$ cat config.mk
export PLATFORM = sky130hd
export DESIGN_NAME = execute_mem_wb_cycle
export DESIGN_NICKNAME = d
export VERILOG_FILES = /design/src/rtl/riscv_pkg.sv /design/src/rtl/execute_mem_wb_cycle_alu.sv /design/src/rtl/execute_mem_wb_cycle.sv
export SDC_FILE = /design/constraint.sdc
export NUM_CORES = 2
export LEC_CHECK = 0
export BUFFER_PORTS_ARGS = -buffer_cell sky130_fd_sc_hd__buf_2
export CAP_MARGIN = 20
export CORE_AREA = 3 3 490 371
export CTS_CLUSTER_SIZE = 20
export DETAILED_ROUTE_END_ITERATION = 16
export DIE_AREA = 0 0 493 374
export MAX_ROUTING_LAYER = met4
export PLACE_DENSITY = 0.66
export SETUP_SLACK_MARGIN = 0.4
export SYNTH_ARGS = -nofsm -noshare
export SYNTH_HDL_FRONTEND = slang
export SYNTH_SLANG_ARGS = --single-unit
$ cat constraint.sdc
create_clock -name clk -period 15.8 [get_ports clk]
set_input_delay 3.16 -clock clk [delete_from_list [all_inputs] [get_ports clk]]
set_output_delay 3.16 -clock clk [all_outputs]
set_load 0.03 [all_outputs]
$ cat src/rtl/riscv_pkg.sv
// Shared encodings and pipeline-register layouts for the RV32 back-end.
// Latency: n/a (types, constants and one pure helper function only).
// Backpressure: n/a.
package riscv_pkg;

    // ALU operation select
    localparam logic [2:0] ALU_ADD = 3'b000;
    localparam logic [2:0] ALU_SUB = 3'b001;
    localparam logic [2:0] ALU_AND = 3'b010;
    localparam logic [2:0] ALU_OR  = 3'b011;
    localparam logic [2:0] ALU_XOR = 3'b100;
    localparam logic [2:0] ALU_SLT = 3'b101;

    // Writeback result select; 2'b11 is unused and yields zero
    localparam logic [1:0] RES_ALU = 2'b00;
    localparam logic [1:0] RES_MEM = 2'b01;
    localparam logic [1:0] RES_PC4 = 2'b10;

    typedef struct packed {
        logic        reg_write;
        logic        mem_write;
        logic [1:0]  result_src;
        logic [4:0]  rd;
        logic [31:0] alu_result;
        logic [31:0] write_data;
        logic [31:0] pc_plus4;
    } ex_mem_t;

    typedef struct packed {
        logic        reg_write;
        logic [1:0]  result_src;
        logic [4:0]  rd;
        logic [31:0] alu_result;
        logic [31:0] read_data;
        logic [31:0] pc_plus4;
    } mem_wb_t;

    function automatic logic [31:0] result_mux(
        input logic [1:0]  sel,
        input logic [31:0] alu_res,
        input logic [31:0] mem_res,
        input logic [31:0] pc4_res
    );
        logic [31:0] r;
        r = '0;
        case (sel)
            RES_ALU: r = alu_res;
            RES_MEM: r = mem_res;
            RES_PC4: r = pc4_res;
            default: r = '0;
        endcase
        return r;
    endfunction

endpackage

$ cat src/rtl/execute_mem_wb_cycle_alu.sv
// 32-bit integer ALU for the execute stage (add/sub/and/or/xor/signed slt).
// Latency: purely combinational.
// Backpressure: none.
// Ports: src_a, src_b operands; alu_control op select; result, zero flag.
module alu
    import riscv_pkg::*;
(
    input  logic [31:0] src_a,
    input  logic [31:0] src_b,
    input  logic [2:0]  alu_control,
    output logic [31:0] result,
    output logic        zero
);

    logic slt_bit;

    always_comb begin
        slt_bit = ($signed(src_a) < $signed(src_b));
        result  = '0;
        case (alu_control)
            ALU_ADD: result = src_a + src_b;
            ALU_SUB: result = src_a - src_b;
            ALU_AND: result = src_a & src_b;
            ALU_OR:  result = src_a | src_b;
            ALU_XOR: result = src_a ^ src_b;
            ALU_SLT: result = {31'd0, slt_bit};
            default: result = '0;
        endcase
        zero = (result == 32'd0);
    end

endmodule

$ cat src/rtl/execute_mem_wb_cycle.sv
// RV32 back-end: execute (ALU, redirect), EX/MEM reg, word data memory, MEM/WB reg.
// Latency: redirect combinational; writeback two clock edges after the E cycle.
// Backpressure: none; hazards are resolved upstream, every cycle advances.
// Ports: E-stage operands/controls in; PCSrcE/PCTargetE redirect out;
//        RegWriteM/RdM for hazard detection; RegWriteW/RdW/ResultW to regfile.
module execute_mem_wb_cycle
    import riscv_pkg::*;
#(
    parameter int DMEM_WORDS = 64
) (
    input  logic        clk,
    input  logic        rst,
    input  logic [31:0] PCE,
    input  logic [31:0] PCPlus4E,
    input  logic [31:0] ImmExtE,
    input  logic [31:0] RD1_E,
    input  logic [31:0] RD2_E,
    input  logic [4:0]  RdE,
    input  logic        RegWriteE,
    input  logic        MemWriteE,
    input  logic        JumpE,
    input  logic        jalrE,
    input  logic        BranchE,
    input  logic        ALUSrcE,
    input  logic [2:0]  ALUControlE,
    input  logic [1:0]  ResultSrcE,
    output logic        PCSrcE,
    output logic [31:0] PCTargetE,
    output logic        RegWriteM,
    output logic [4:0]  RdM,
    output logic        RegWriteW,
    output logic [4:0]  RdW,
    output logic [31:0] ResultW
);

    localparam int AW = $clog2(DMEM_WORDS);

    // ---------------- execute ----------------
    logic [31:0] src_b_e;
    logic [31:0] alu_result_e;
    logic        zero_e;
    logic [31:0] jalr_sum_e;

    assign src_b_e = ALUSrcE ? ImmExtE : RD2_E;

    alu u_alu (
        .src_a       (RD1_E),
        .src_b       (src_b_e),
        .alu_control (ALUControlE),
        .result      (alu_result_e),
        .zero        (zero_e)
    );

    // beq only: the branch compare is the SUB result being zero
    assign jalr_sum_e = RD1_E + ImmExtE;
    assign PCSrcE     = JumpE | (BranchE & zero_e);
    assign PCTargetE  = jalrE ? {jalr_sum_e[31:1], 1'b0} : (PCE + ImmExtE);

    // ---------------- pipeline registers ----------------
    ex_mem_t ex_mem_d, ex_mem_q;
    mem_wb_t mem_wb_d, mem_wb_q;

    logic [31:0] dmem [DMEM_WORDS];
    logic [AW-1:0] dmem_idx;
    logic          dmem_we;
    logic [31:0]   read_data_m;

    always_comb begin
        ex_mem_d            = '0;
        ex_mem_d.reg_write  = RegWriteE;
        ex_mem_d.mem_write  = MemWriteE;
        ex_mem_d.result_src = ResultSrcE;
        ex_mem_d.rd         = RdE;
        ex_mem_d.alu_result = alu_result_e;
        ex_mem_d.write_data = RD2_E;
        ex_mem_d.pc_plus4   = PCPlus4E;
    end

    always_ff @(posedge clk) begin
        if (!rst) begin
            ex_mem_q <= '0;
        end else begin
            ex_mem_q <= ex_mem_d;
        end
    end

    // ---------------- memory ----------------
    // Word index taken straight from the address: byte offset dropped and
    // upper bits ignored, so addresses alias modulo the memory depth.
    assign dmem_idx    = ex_mem_q.alu_result[AW+1:2];
    assign read_data_m = dmem[dmem_idx];
    // Gating on rst keeps a store caught in M by a reset from landing.
    assign dmem_we     = ex_mem_q.mem_write & rst;

    always_ff @(posedge clk) begin
        if (dmem_we) begin
            dmem[dmem_idx] <= ex_mem_q.write_data;
        end
    end

    always_comb begin
        mem_wb_d            = '0;
        mem_wb_d.reg_write  = ex_mem_q.reg_write;
        mem_wb_d.result_src = ex_mem_q.result_src;
        mem_wb_d.rd         = ex_mem_q.rd;
        mem_wb_d.alu_result = ex_mem_q.alu_result;
        mem_wb_d.read_data  = read_data_m;
        mem_wb_d.pc_plus4   = ex_mem_q.pc_plus4;
    end

    always_ff @(posedge clk) begin
        if (!rst) begin
            mem_wb_q <= '0;
        end else begin
            mem_wb_q <= mem_wb_d;
        end
    end

    // ---------------- outputs ----------------
    assign RegWriteM = ex_mem_q.reg_write;
    assign RdM       = ex_mem_q.rd;
    assign RegWriteW = mem_wb_q.reg_write;
    assign RdW       = mem_wb_q.rd;
    assign ResultW   = result_mux(mem_wb_q.result_src, mem_wb_q.alu_result,
                                  mem_wb_q.read_data, mem_wb_q.pc_plus4);

endmodule

Yosys cells after proc, flatten, opt, wreduce, memory -nomap -nowiden
Memories as Yosys holds them, arrays and structs flattened. A register that Yosys moved wholly into a read port is not among the register bits.
Cells that the tools add are included.
{"block": "op_classes", "eq_ne": 7, "order_cmp": 1, "add_sub_neg": 4, "mux": 6, "reduce_logical": 4, "n_bitwise": 6}
{"operator": "$pmux W32 S6", "n": 1}
{"operator": "$add A32 B32 Y32", "n": 3}
{"operator": "$pmux W32 S3", "n": 1}
{"operator": "$mux W32", "n": 2}
{"operator": "$and A32 B32 Y32", "n": 1}
{"operator": "$logic_not A32 Y1", "n": 1}
{"operator": "$lt A32 B32 Y1", "n": 1}
{"operator": "$or A32 B32 Y32", "n": 1}
{"operator": "$sub A32 B32 Y32", "n": 1}
{"operator": "$xor A32 B32 Y32", "n": 1}
{"operator": "$eq A3 B2 Y1 const B", "n": 2}
{"operator": "$eq A3 B3 Y1 const B", "n": 2}
{"operator": "$eq A3 B1 Y1 const B", "n": 1}
{"operator": "$logic_not A3 Y1", "n": 1}
{"operator": "$and A1 B1 Y1", "n": 2}
{"operator": "$eq A2 B1 Y1 const B", "n": 1}
{"operator": "$eq A2 B2 Y1 const B", "n": 1}
{"operator": "$logic_not A2 Y1", "n": 1}
{"operator": "$mux W1", "n": 2}
{"operator": "$logic_not A1 Y1", "n": 1}
{"operator": "$or A1 B1 Y1", "n": 1}
{"block": "word_totals", "ramBits": 2048, "mem_count": 1, "ff_bits": 177, "inputBits": 178, "output_inout_bits": 77, "word_cells": 41}
{"memory": "dmem", "depth": 64, "word_bits": 32, "rd": 1, "rd_clocked_by_memory_dff": 1, "write_ports": 1, "line_no": "execute_mem_wb_cycle.sv:63", "source": "logic [31:0] dmem [DMEM_WORDS];"}

Longest topological paths before layout
{"block": "logic_depth", "ltp_word": 6, "depth_mapped": 19, "depth_no_buf": 17}

Hierarchy
Synthesis repeated with hierarchy kept, for this count alone.
{"block": "hier_totals", "cells_unflattened": 5756, "area_unflattened_um2": 89076.7}
{"module": "execute_mem_wb_cycle", "area_per_inst_um2": 83377.5, "cells_per_inst": 4868, "instances": 1, "seq_area_each_um2": 65683.0}
{"module": "alu", "area_per_inst_um2": 5699.2, "cells_per_inst": 888, "instances": 1, "seq_area_each_um2": 0.0}

Worst setup path after synthesis
No wires, ideal clock.
{"block": "synth_timing", "kind": "input port to output port", "from": "input port ALUSrcE", "to": "output port PCSrcE", "required_time_ns": 12.640, "cell_stages": 18, "setup_slack_ns": 5.223, "path_buffers": 2, "arrival_ns": 7.417, "cell_sequence": "clkbuf_1 > buf_1 > mux2i_1 > inv_1 > ha_1 > fa_1 > a211oi_1 > nor4_1 > o21a_1 > a31oi_1 > nor3_1 > nor3_1 > mux2i_1 > o211ai_1 > nor4_2 > nand4_1 > nor4_1 > a41o_1"}
{"block": "synth_via", "elab_chain_cells": 6, "word_cells_on_any_way": 11, "classes_between": "2 x add/sub; 1 x order compare; 2 x mux; 5 x bitwise; 1 x reduce/logical"}
{"item": "start, declared", "line_no": "execute_mem_wb_cycle.sv:24", "source": "input logic ALUSrcE,"}
{"item": "$mux W32 (*)", "line_no": "execute_mem_wb_cycle.sv:44", "source": "assign src_b_e = ALUSrcE ? ImmExtE : RD2_E;"}
{"item": "$sub A32 B32 Y32, or another cell as far along", "line_no": "execute_mem_wb_cycle_alu.sv:22", "source": "ALU_SUB: result = src_a - src_b;"}
{"item": "$pmux W32 S6 (*)", "line_no": "execute_mem_wb_cycle_alu.sv:20", "source": "case (alu_control)"}
{"item": "$logic_not A32 Y1 (*)", "line_no": "execute_mem_wb_cycle_alu.sv:29", "source": "zero = (result == 32'd0);"}
{"item": "$and A1 B1 Y1 (*)", "line_no": "execute_mem_wb_cycle.sv:56", "source": "assign PCSrcE = JumpE | (BranchE & zero_e);"}
{"item": "$or A1 B1 Y1 (*)", "line_no": "execute_mem_wb_cycle.sv:56"}
{"item": "end, declared", "line_no": "execute_mem_wb_cycle.sv:27", "source": "output logic PCSrcE,"}
Every way passes the cells marked *; elsewhere a longest branch is shown, timed or not.

Final worst setup path
Ends and elaborated chain as after synthesis.

==> flow_results.org <==
** Finish
- In the final layout, the share of cells above drive strength 1 is 14.0%.
- After routing the design area is 100000 µm².
- Final standard cell utilization of the core :: 56.5%
- Area growth from synthesis to layout :: 13.2%
- After the last flow step, the layout net total stands at 6278.

** Worst setup path
- Number of buffer and inverter stages on the critical path :: 4
- Endpoint type of the worst setup path :: primary output
- The signal on the critical path passes through buf_2 -> buf_4 -> mux2i_1 -> inv_1 -> ha_1 -> fa_1 -> a211oi_1 -> o21bai_1 -> a211oi_1 -> o2bb2ai_1 -> a221oi_1 -> nand4_1 -> nor4_1 -> nand3_1 -> nor4_1 -> nand4_1 -> nor4_1 -> a41o_1 -> buf_2.
- CP most frequent cell :: sky130_fd_sc_hd__nor4_1
- Data arrival at the endpoint of the critical path :: 8.79 ns
- STA puts the critical path data required time at 12.64 ns.
- The cell family contributing the most delay on the critical path is compound AO/OA/AOI/OAI gates.
- On the critical path, the stage with the largest delay is an instance of sky130_fd_sc_hd__a211oi_1.
- The critical path is of the in2out type.
- The worst setup path is launched from an input pin.
- Largest stage delay on the critical path :: 0.64 ns
- Maximum fanout along the worst path :: 32

** Floorplan
- Initial cell density of the core :: 49.9%
- After floorplanning, the core was divided into 134 placement rows.
- Core area :: 177000 µm²
- Die X :: 493 µm
- Die ar. :: 184000 µm²
- 255 I/O pins were placed.
- The die is 374 µm tall.

** Synth
- Leading cell types by total area after synthesis :: sky130_fd_sc_hd__edfxtp_1 69%, sky130_fd_sc_hd__dfxtp_1 4.7%, sky130_fd_sc_hd__a22oi_1 4.4%, sky130_fd_sc_hd__a221oi_1 2.7%, sky130_fd_sc_hd__a22o_1 2.5%
- Yosys mapped the design onto 82 distinct sky130hd cell types.
- Mapped Area :: 88600 µm²
- In this run, synthesis produced a sequential element count of 2257.
- The commonest cells after synthesis are 2048 x sky130_fd_sc_hd__edfxtp_1, 514 x sky130_fd_sc_hd__a22oi_1, 279 x sky130_fd_sc_hd__clkbuf_1.
- Flip-flop cell with the highest count after synthesis :: sky130_fd_sc_hd__edfxtp_1
- The biggest area contributor in the post-synthesis netlist is sky130_fd_sc_hd__edfxtp_1.
- Counting flops with a built-in enable in the synthesized netlist gives 2048.
- Fraction of post-synthesis cell area in the top cell type by area :: 69.4%
- Async set-or-reset flop fraction in the synthesized netlist :: 0%
- Most repeated cell in the gate-level netlist after synthesis :: sky130_fd_sc_hd__edfxtp_1
- The share of the Yosys chip area taken by registers is 74.2%.
- The cell count after synthesis came out at 5672.
- Synthesis produced a netlist with a net count of 6018.
- Count of warnings emitted by yosys :: 0
- Average cell area after synthesis :: 15.6 µm²

** Route
- Post-detailed-route via-to-cell ratio :: 6.59
- Count of antenna-violating nets left after detailed routing :: 0
- Summed over all layers, the routed wires come to 276000 µm.
- First-pass iteration count of the detailed router :: 8
- DRC :: 0
- After the first detailed-routing iteration, the DRC count stood at 8038.
- In the final routed layout, each cell accounts on average for 32.5 µm.
- Routed via count :: 56002

** GRT
- Antenna violations before repair :: 19
- The via count of the first global-routing pass was 52574.
- Entering global routing, the biggest net connects 113 pins.
- Overflow left after global routing :: 0
- First-pass GRT wire length :: 391000 µm
- For this run, the total global-route usage over all layers was measured as 30.2%.

** STA
- The count of final max-slew check failures was 0.
- Setup repair after global routing left no endpoint under its margin.
- Hold Slack :: 0.418 ns
- Share of the cycle needed by the critical path after routing :: 75.7%
- Static timing analysis puts the maximum clock frequency at 0.0837 GHz.
- Number of endpoints with negative hold slack in the final report :: 0
- The worst pin sits at a relative slew slack of 17.2%.
- Setup violations remaining at the end of the flow were counted as 0.
- Clock skew on the completed layout was measured at 0.0361 ns.
- Final TNS setup :: 0 ns
- Min Tclk post-route :: 11.95 ns
- Transition time at the pin with the least slew margin :: 1.23 ns

** Power
- Leakage :: 0.0351 µW
- For this design the ratio of total power to cell area is 125 nW/µm².
- Overall Power :: 12500 µW
- P_int :: 9550 µW
- Sequential share of power :: 52.6%
- Net switching is 23.7% of the power.
- Clock share of power :: 38.7%
- Switching power :: 2970 µW
- Combinational logic is responsible for 8.7% of the overall power.
- Peak ir drop on the vdd network :: 0.105 mV

** Clocking
- Once the clock tree was built, the resizer swapped 0 gates to a different size.
- For this design, the sink count on the clock tree is 2257.
- CTS Buffer Depth :: 3
- The number of hold buffers added after CTS was 0.
- TritonCTS built the clock tree.
- Number of buffers inserted to repair setup after CTS :: 0
- CTS clock-pin slew for the worst setup and hold paths :: 0.06 ns
- H-tree depth reported by CTS :: 4
- The clock reaches the later pin of the worst-skew pair after 0.85 ns.
- Number of clock buffers inserted by TritonCTS :: 197
- The root buffer cell chosen for the clock tree is sky130_fd_sc_hd__clkbuf_16.

** Hold path
- The tightest min-delay check is of the reg2reg type.

** Placement
- Buffers placed on the I/O ports in this run total 254.
- Summing all placed instances gives a cell area of 93300 µm².
- Post-detailed-placement half-perimeter wirelength :: 160000 µm
- At the end of routability-driven placement, the weighted congestion stood at 0.939.

** Job
- The tool flagged a number of max-cap violations equal to 0.

** Run status
- Result of the run :: finished, final reports clean
==> worst register-to-register path: cells and delay by family, from the launching register on <==
family	cells	cell delay [ns]
AOI/OAI and AO/OA	3	1.16
buffers and inverters	4	2.25
and+or+nand+nor	2	0.34
DFF	1	0.58
==> metal layers <==
| metal | vias to the layer above | wire length (µm) | track usage, % |
|---|---|---|---|
| met4 | 0 | 7340 | 8.35 |
| met2 | 3597 | 121000 | 42.5 |
| li1 | 23557 | - | - |
| met1 | 28453 | 115000 | 44.7 |
| met3 | 395 | 32300 | 6.06 |
| met5 | - | 0 | - |
==> flip-flops by register name, summed over array words and instances (netlist names) <==
name       flops
RegWriteM      1
dmem_idx       6
ex_mem_q      93
RdW            5
RegWriteW      1
RdM            5
mem_wb_q      98
dmem        2048
==> final cells by class <==
class	count	area, µm²
diodes	15	37.5
clock buffers	260	5310
clock inverters	104	1130
fillers	13702	77100
inverters	125	470
multi-input cells	2920	21600
flip-flops and latches	2257	65700
well taps	2380	2980
repair buffers	431	3040
==> per-stage QoR <==
stage / setup WS [ns] / instances
floorplan: 5.22 / 5672
global placement: 4.13 / 8086
detailed placement: 4.01 / 8088
CTS: 4.00 / 8452
global route: 3.58 / 8489
finish: 3.85 / 8492
==> power groups by stage <==
stage | logic, µW | registers [µW] | clock network [µW]
after floorplan | 608 | 6720 | 0
after global placement | 998 | 6760 | 0
after detailed placement | 997 | 6760 | 0
after CTS | 1000 | 6640 | 4890
after global routing | 1140 | 6590 | 5130
final | 1080 | 6590 | 4850
==> cell usage in the layout, fill, tap and decap left out, types with 27 or more instances in the layout <==
cell	Yosys	layout
sky130_fd_sc_hd__clkbuf_16	0	199
sky130_fd_sc_hd__ha_1	164	164
sky130_fd_sc_hd__xnor2_1	34	34
sky130_fd_sc_hd__clkinv_1	1	36
sky130_fd_sc_hd__dfxtp_1	209	176
sky130_fd_sc_hd__nor4_1	80	72
sky130_fd_sc_hd__nand2_1	148	147
sky130_fd_sc_hd__mux2i_1	80	80
sky130_fd_sc_hd__a21o_1	49	49
sky130_fd_sc_hd__nand2b_1	28	28
sky130_fd_sc_hd__a31oi_1	272	272
sky130_fd_sc_hd__a21oi_1	168	168
sky130_fd_sc_hd__a22oi_1	514	514
sky130_fd_sc_hd__edfxtp_1	2048	2048
sky130_fd_sc_hd__nor2_4	0	65
sky130_fd_sc_hd__clkbuf_1	279	49
sky130_fd_sc_hd__and2_1	165	165
sky130_fd_sc_hd__buf_12	0	35
sky130_fd_sc_hd__nand3_1	28	27
sky130_fd_sc_hd__clkinv_2	0	35
sky130_fd_sc_hd__dfxtp_2	0	33
sky130_fd_sc_hd__a22o_1	257	257
sky130_fd_sc_hd__inv_1	124	124
sky130_fd_sc_hd__buf_4	10	142
sky130_fd_sc_hd__a221oi_1	271	271
sky130_fd_sc_hd__o21ai_0	113	113
sky130_fd_sc_hd__nor2_1	210	145
sky130_fd_sc_hd__buf_2	5	254
==> path summary, 6_finish.rpt <==
path                                         startpoint                       to  slack [ns]  depth (start not counted)
worst max-delay path                            ALUSrcE                   PCSrcE        3.85                         19
worst min-delay path            ex_mem_q[30]$_SDFF_PN0_  mem_wb_q[30]$_SDFF_PN0_        0.42                          1
worst max register to register   dmem_idx[2]$_SDFF_PN0_  mem_wb_q[59]$_SDFF_PN0_       11.29                          9
worst min register to register  ex_mem_q[30]$_SDFF_PN0_  mem_wb_q[30]$_SDFF_PN0_        0.42                          1
==> kinds of logic (layout without fill, tap and decap cells) <==
group	count (synthesis)	count (layout)	share of synthesized area, %
DFF	2257	2257	74.2
AOI/OAI and AO/OA	1837	1837	15.3
and+or+nand+nor	775	775	4.46
buffers and inverters	495	920	2.16
adders and majority gates	168	168	2.41
muxes	85	85	0.985
xor gates and xnor gates	55	55	0.544
other	0	15	0
Power figures use the tool's default switching activity.
